<file path="src/rtl/geofence_point_feeder.sv">
// rtl/geofence_point_feeder.sv - point FIFO that feeds geofence gap-free 7-point frames
// Holds geofence in reset whenever a full frame is not buffered.
module geofence_point_feeder #(
  parameter int FIFO_DEPTH   = 16,
  parameter int WAIT_TIMEOUT = 4096
) (
  input  logic                          clk,
  input  logic                          reset,
  input  logic                          in_valid,
  output logic                          in_ready,
  input  logic [9:0]                    in_x,
  input  logic [9:0]                    in_y,
  output logic [9:0]                    X,
  output logic [9:0]                    Y,
  output logic                          gf_reset,
  input  logic                          gf_valid,
  output logic [15:0]                   frames_done,
  output logic                          err,
  output logic [$clog2(FIFO_DEPTH):0]   fifo_count
);

  localparam int AW = $clog2(FIFO_DEPTH);
  localparam int CW = AW + 1;
  localparam int TW = $clog2(WAIT_TIMEOUT + 1);

  typedef enum logic [1:0] {
    ST_IDLE,
    ST_STREAM,
    ST_WAIT
  } state_t;

  state_t         state;
  logic [2:0]     idx;
  logic [TW-1:0]  wait_cnt;

  logic [19:0]    mem [FIFO_DEPTH];
  logic [AW-1:0]  wr_ptr;
  logic [AW-1:0]  rd_ptr;
  logic [19:0]    rd_data;
  logic           push;
  logic           pop;
  logic           frame_ready;

  assign in_ready    = (fifo_count != CW'(FIFO_DEPTH));
  assign push        = in_valid && in_ready;
  assign frame_ready = (fifo_count >= CW'(7));
  assign rd_data     = mem[rd_ptr];

  // Pop decisions only look at the pre-edge count, so a same-edge push never helps.
  always_comb begin
    pop = 1'b0;
    case (state)
      ST_IDLE:   pop = frame_ready;
      ST_STREAM: pop = 1'b1;
      ST_WAIT:   pop = gf_valid && frame_ready;
      default:   pop = 1'b0;
    endcase
  end

  always_ff @(posedge clk) begin
    if (push) begin
      mem[wr_ptr] <= {in_x, in_y};
    end
  end

  always_ff @(posedge clk or posedge reset) begin
    if (reset) begin
      wr_ptr     <= '0;
      rd_ptr     <= '0;
      fifo_count <= '0;
    end else begin
      if (push) wr_ptr <= wr_ptr + AW'(1);
      if (pop)  rd_ptr <= rd_ptr + AW'(1);
      case ({push, pop})
        2'b10:   fifo_count <= fifo_count + CW'(1);
        2'b01:   fifo_count <= fifo_count - CW'(1);
        default: fifo_count <= fifo_count;
      endcase
    end
  end

  always_ff @(posedge clk or posedge reset) begin
    if (reset) begin
      state       <= ST_IDLE;
      X           <= '0;
      Y           <= '0;
      gf_reset    <= 1'b1;
      idx         <= '0;
      wait_cnt    <= '0;
      frames_done <= '0;
      err         <= 1'b0;
    end else begin
      case (state)
        ST_IDLE: begin
          if (frame_ready) begin
            X        <= rd_data[19:10];
            Y        <= rd_data[9:0];
            gf_reset <= 1'b0;
            idx      <= 3'd1;
            state    <= ST_STREAM;
          end
        end
        ST_STREAM: begin
          X <= rd_data[19:10];
          Y <= rd_data[9:0];
          if (idx == 3'd6) begin
            wait_cnt <= '0;
            state    <= ST_WAIT;
          end else begin
            idx <= idx + 3'd1;
          end
        end
        ST_WAIT: begin
          if (gf_valid) begin
            frames_done <= frames_done + 16'd1;
            if (frame_ready) begin
              X     <= rd_data[19:10];
              Y     <= rd_data[9:0];
              idx   <= 3'd1;
              state <= ST_STREAM;
            end else begin
              gf_reset <= 1'b1;
              state    <= ST_IDLE;
            end
          end else if (wait_cnt == TW'(WAIT_TIMEOUT - 1)) begin
            // Abandoned frame: geofence never answered, restart it cleanly.
            err      <= 1'b1;
            gf_reset <= 1'b1;
            state    <= ST_IDLE;
          end else begin
            wait_cnt <= wait_cnt + TW'(1);
          end
        end
        default: begin
          state    <= ST_IDLE;
          gf_reset <= 1'b1;
        end
      endcase
    end
  end

endmodule

</file>
<file path="config.mk">
export PLATFORM = sky130hd
export DESIGN_NAME = geofence_point_feeder
export DESIGN_NICKNAME = d
export VERILOG_FILES = /design/src/rtl/geofence_point_feeder.sv
export SDC_FILE = /design/constraint.sdc
export NUM_CORES = 1
export LEC_CHECK = 0
export ABC_AREA = 1
export CORE_UTILIZATION = 50
export DETAILED_ROUTE_END_ITERATION = 7
export PLACE_DENSITY_LB_ADDON = 0.25
export SLEW_MARGIN = 15
export SYNTH_ARGS = -nofsm -noshare
export SYNTH_HDL_FRONTEND = slang
export SYNTH_SLANG_ARGS = --single-unit
</file>
<file path="constraint.sdc">
create_clock -name clk -period 5.5 [get_ports clk]
set_clock_uncertainty 0.2 [all_clocks]
set_input_delay 0.825 -clock clk [delete_from_list [all_inputs] [get_ports clk]]
set_output_delay 0.825 -clock clk [all_outputs]
set_load 0.01 [all_outputs]
</file>
==> flow_summary.json <==
{
  "status": "finished, final reports clean",
  "grt_pass1_wl_um": 64200,
  "synth-seq-cells": 389,
  "min_from": "gf_reset$_DFFE_PP1P_",
  "initial_core_util_pct": 51.1,
  "numCtsBuffers": 41,
  "p_leak_nw": 8.67,
  "postCtsSetupRepairBufs": 0,
  "std_cell_rows": 67,
  "rr_startpoint": "rd_ptr[1]$_DFFE_PP0P_",
  "min_to": "gf_reset$_DFFE_PP1P_",
  "regArea_um2": 11300,
  "synth_area_per_cell_um2": 9.86,
  "hold_ws_ns": 0.257,
  "ctsHoldBuffers": 0,
  "maxSlewViolCount": 0,
  "areaGrowthSynthToFinish_pct": 14.8,
  "synthTopCellsByArea": "edfxtp_1 (56%), nand2_1 (13%), dfrtp_1 (9.9%), nand3_1 (7.7%), inv_1 (6.3%)",
  "netlist_instances": 1751,
  "crit_fanout": 27,
  "async_flop_share_pct": 17.7,
  "grt_max_degree": 86,
  "clk_pin_slew_ns": 0.06,
  "setup_viol": 0,
  "htree_levels": 2,
  "worst_pin_slew_ns": 1.22,
  "power.density_nw_per_um2": 509,
  "final_cell_mix": "nand2_1 (576), edfxtp_1 (320), inv_1 (287)",
  "synth_enable_flop_cells": 320,
  "dp_hpwl_um": 24300,
  "fp.coreArea_um2": 33800,
  "drive_gt1_share_pct": 6.90,
  "fin_crit_sh_pct": 56.9,
  "cp.arrival_ns": 3.35,
  "ir_worst_vdd_mv": 0.305,
  "syn-num-nets": 1789,
  "crit_required_ns": 5.72,
  "via_count": 11900,
  "multiInputGateArea_um2": 4580,
  "startpoint_type": "input pin",
  "r2r_end": "Y[1]$_DFFE_PP0P_",
  "hold_violations": 0,
  "globalplace.congestion": 0.851,
  "fillers": 2784,
  "rsz0062_at_grt": "false",
  "antenna_found_initial": 1,
  "synthFlopType": "edfxtp_1",
  "hold_path_class": "reg -> reg",
  "synth_warnings": 0,
  "wirelength_um": 40500,
  "cts_root_buffer": "clkbuf_16",
  "synth_cell_types": 35,
  "final_common_cell": "nand2_1",
  "hold_depth": 2,
  "crit_path_end_kind": "flop",
  "post-route-drc-count": 0,
  "fin_util_pct": 58.6,
  "reg2regPathDepth": 8,
  "fin_crit_ns": 3.13,
  "final.setup.tns_ns": 0,
  "cts_tree": "yes",
  "critical_path_class": "in -> reg",
  "cts_max_path_buffers": 3,
  "grt_pass1_vias": 11800,
  "yosysTopAreaCellShare_pct": 55.7,
  "viasPerCell": 5.19,
  "layout.nets": 1847,
  "slew_headroom_pct": 18.7,
  "drt_iter0_markers": 983,
  "cts.repair.resized": 0,
  "grt_usage_pct": 23.6,
  "ant_nets": 0,
  "r2r_slack_ns": 2.45,
  "clock_sinks": 389,
  "dr.pass1.iters": 5,
  "grt-ovfl-total": 0,
  "die_area_um2": 35300,
  "crit_path_start": "gf_valid",
  "die_y_um": 188,
  "maxCapViolations": 0,
  "dieWidth_um": 188,
  "yosysSeqAreaShare_pct": 65.7,
  "insertion_delay_ns": 0.53,
  "netlist_area_um2": 17300,
  "wl_per_cell_um": 17.7,
  "yosysTopAreaCell": "edfxtp_1",
  "io_pins": 68,
  "port_buffers": 67,
  "fmax_mhz": 320
}
-- synthesized netlist by cell type (all sizes together) (6+ instances only) --
master / number
dfrtp: 68
xor2: 19
buf: 20
inv: 293
clkbuf: 52
nand4: 7
nor3: 6
nand2: 587
nand3: 269
ha: 13
nor2: 60
edfxtp: 320
o21ai: 18
-- critical path, stage by stage --
cell	delay (ns)
clkdlybuf4s50_1	0.52
inv_1	0.05
nand2_1	0.05
nand3_1	0.14
nand2_1	0.10
buf_4	0.27
ha_1	0.33
inv_1	0.09
fa_1	0.39
inv_1	0.06
nand2_1	0.07
nand2_1	0.09
a21oi_1	0.09
xor2_1	0.15
nand2_1	0.07
nand2_1	0.05
-- kinds of logic after synthesis --
logic type	count (synthesis)	synth area share [%]
and+or+nand+nor	932	22.9
DFF	389	65.7
buffers and inverters	366	8.18
AOI/OAI and AO/OA	27	1.05
xor gates and xnor gates	23	1.17
adders and majority gates	14	1.06
-- metal layers --
metal	up-vias	part of all wire, %	GRT usage [%]
met5	-	0	0
met4	0	3.2	8.85
met3	91	6.2	4.02
met2	392	49	39.6
met1	5676	42	30.8
li1	5730	-	-
-- metrics by stage --
| step | instance area (µm²) | power, W | setup WS [ns] | cells |
|---|---|---|---|---|
| after floorplan | 17300 | 0.00603 | 2.63 | 1751 |
| after global placement | 18400 | 0.00720 | 1.92 | 2214 |
| after detailed placement | 18400 | 0.00727 | 1.85 | 2214 |
| after CTS | 19800 | 0.0101 | 2.40 | 2288 |
| after global routing | 19800 | 0.0107 | 2.17 | 2289 |
| final | 19800 | 0.0101 | 2.37 | 2289 |
-- registers in the layout, summed over array words and instances, names as in the netlist --
register,flops
mem,320
frames_done,16
wait_cnt,13
X,10
Y,10
fifo_count,5
rd_ptr,4
wr_ptr,4
idx,3
state,2
err,1
gf_reset,1
-- cell type report --
class	instances	area share, %
inverter	294	5.58
sequential	389	57.3
multi-input combinational	996	23.1
antenna	1	0.0126
clock buffer	53	5.67
timing repair buffer	87	4.21
tap	448	2.83
clock inverter	21	1.30
-- report_power, final --
group	internal, W	switching (W)	leakage [nW]	total (W)
registers	0.00360	0.000279	3.74	0.00388
clock network	0.00172	0.00111	0.666	0.00283
logic	0.00105	0.00232	4.27	0.00337
-- worst max path at each step --
stage | endpoint | slack [ns]
global route | fifo_count[4]$_DFFE_PP0P_ | 2.17
CTS | fifo_count[4]$_DFFE_PP0P_ | 2.40
global placement | mem[1][7]$_DFFE_PP_ | 1.92
detailed placement | fifo_count[4]$_DFFE_PP0P_ | 1.85
finish | fifo_count[4]$_DFFE_PP0P_ | 2.37
floorplan | fifo_count[4]$_DFFE_PP0P_ | 2.63
Note: power is estimated with default switching activity, not from simulation.
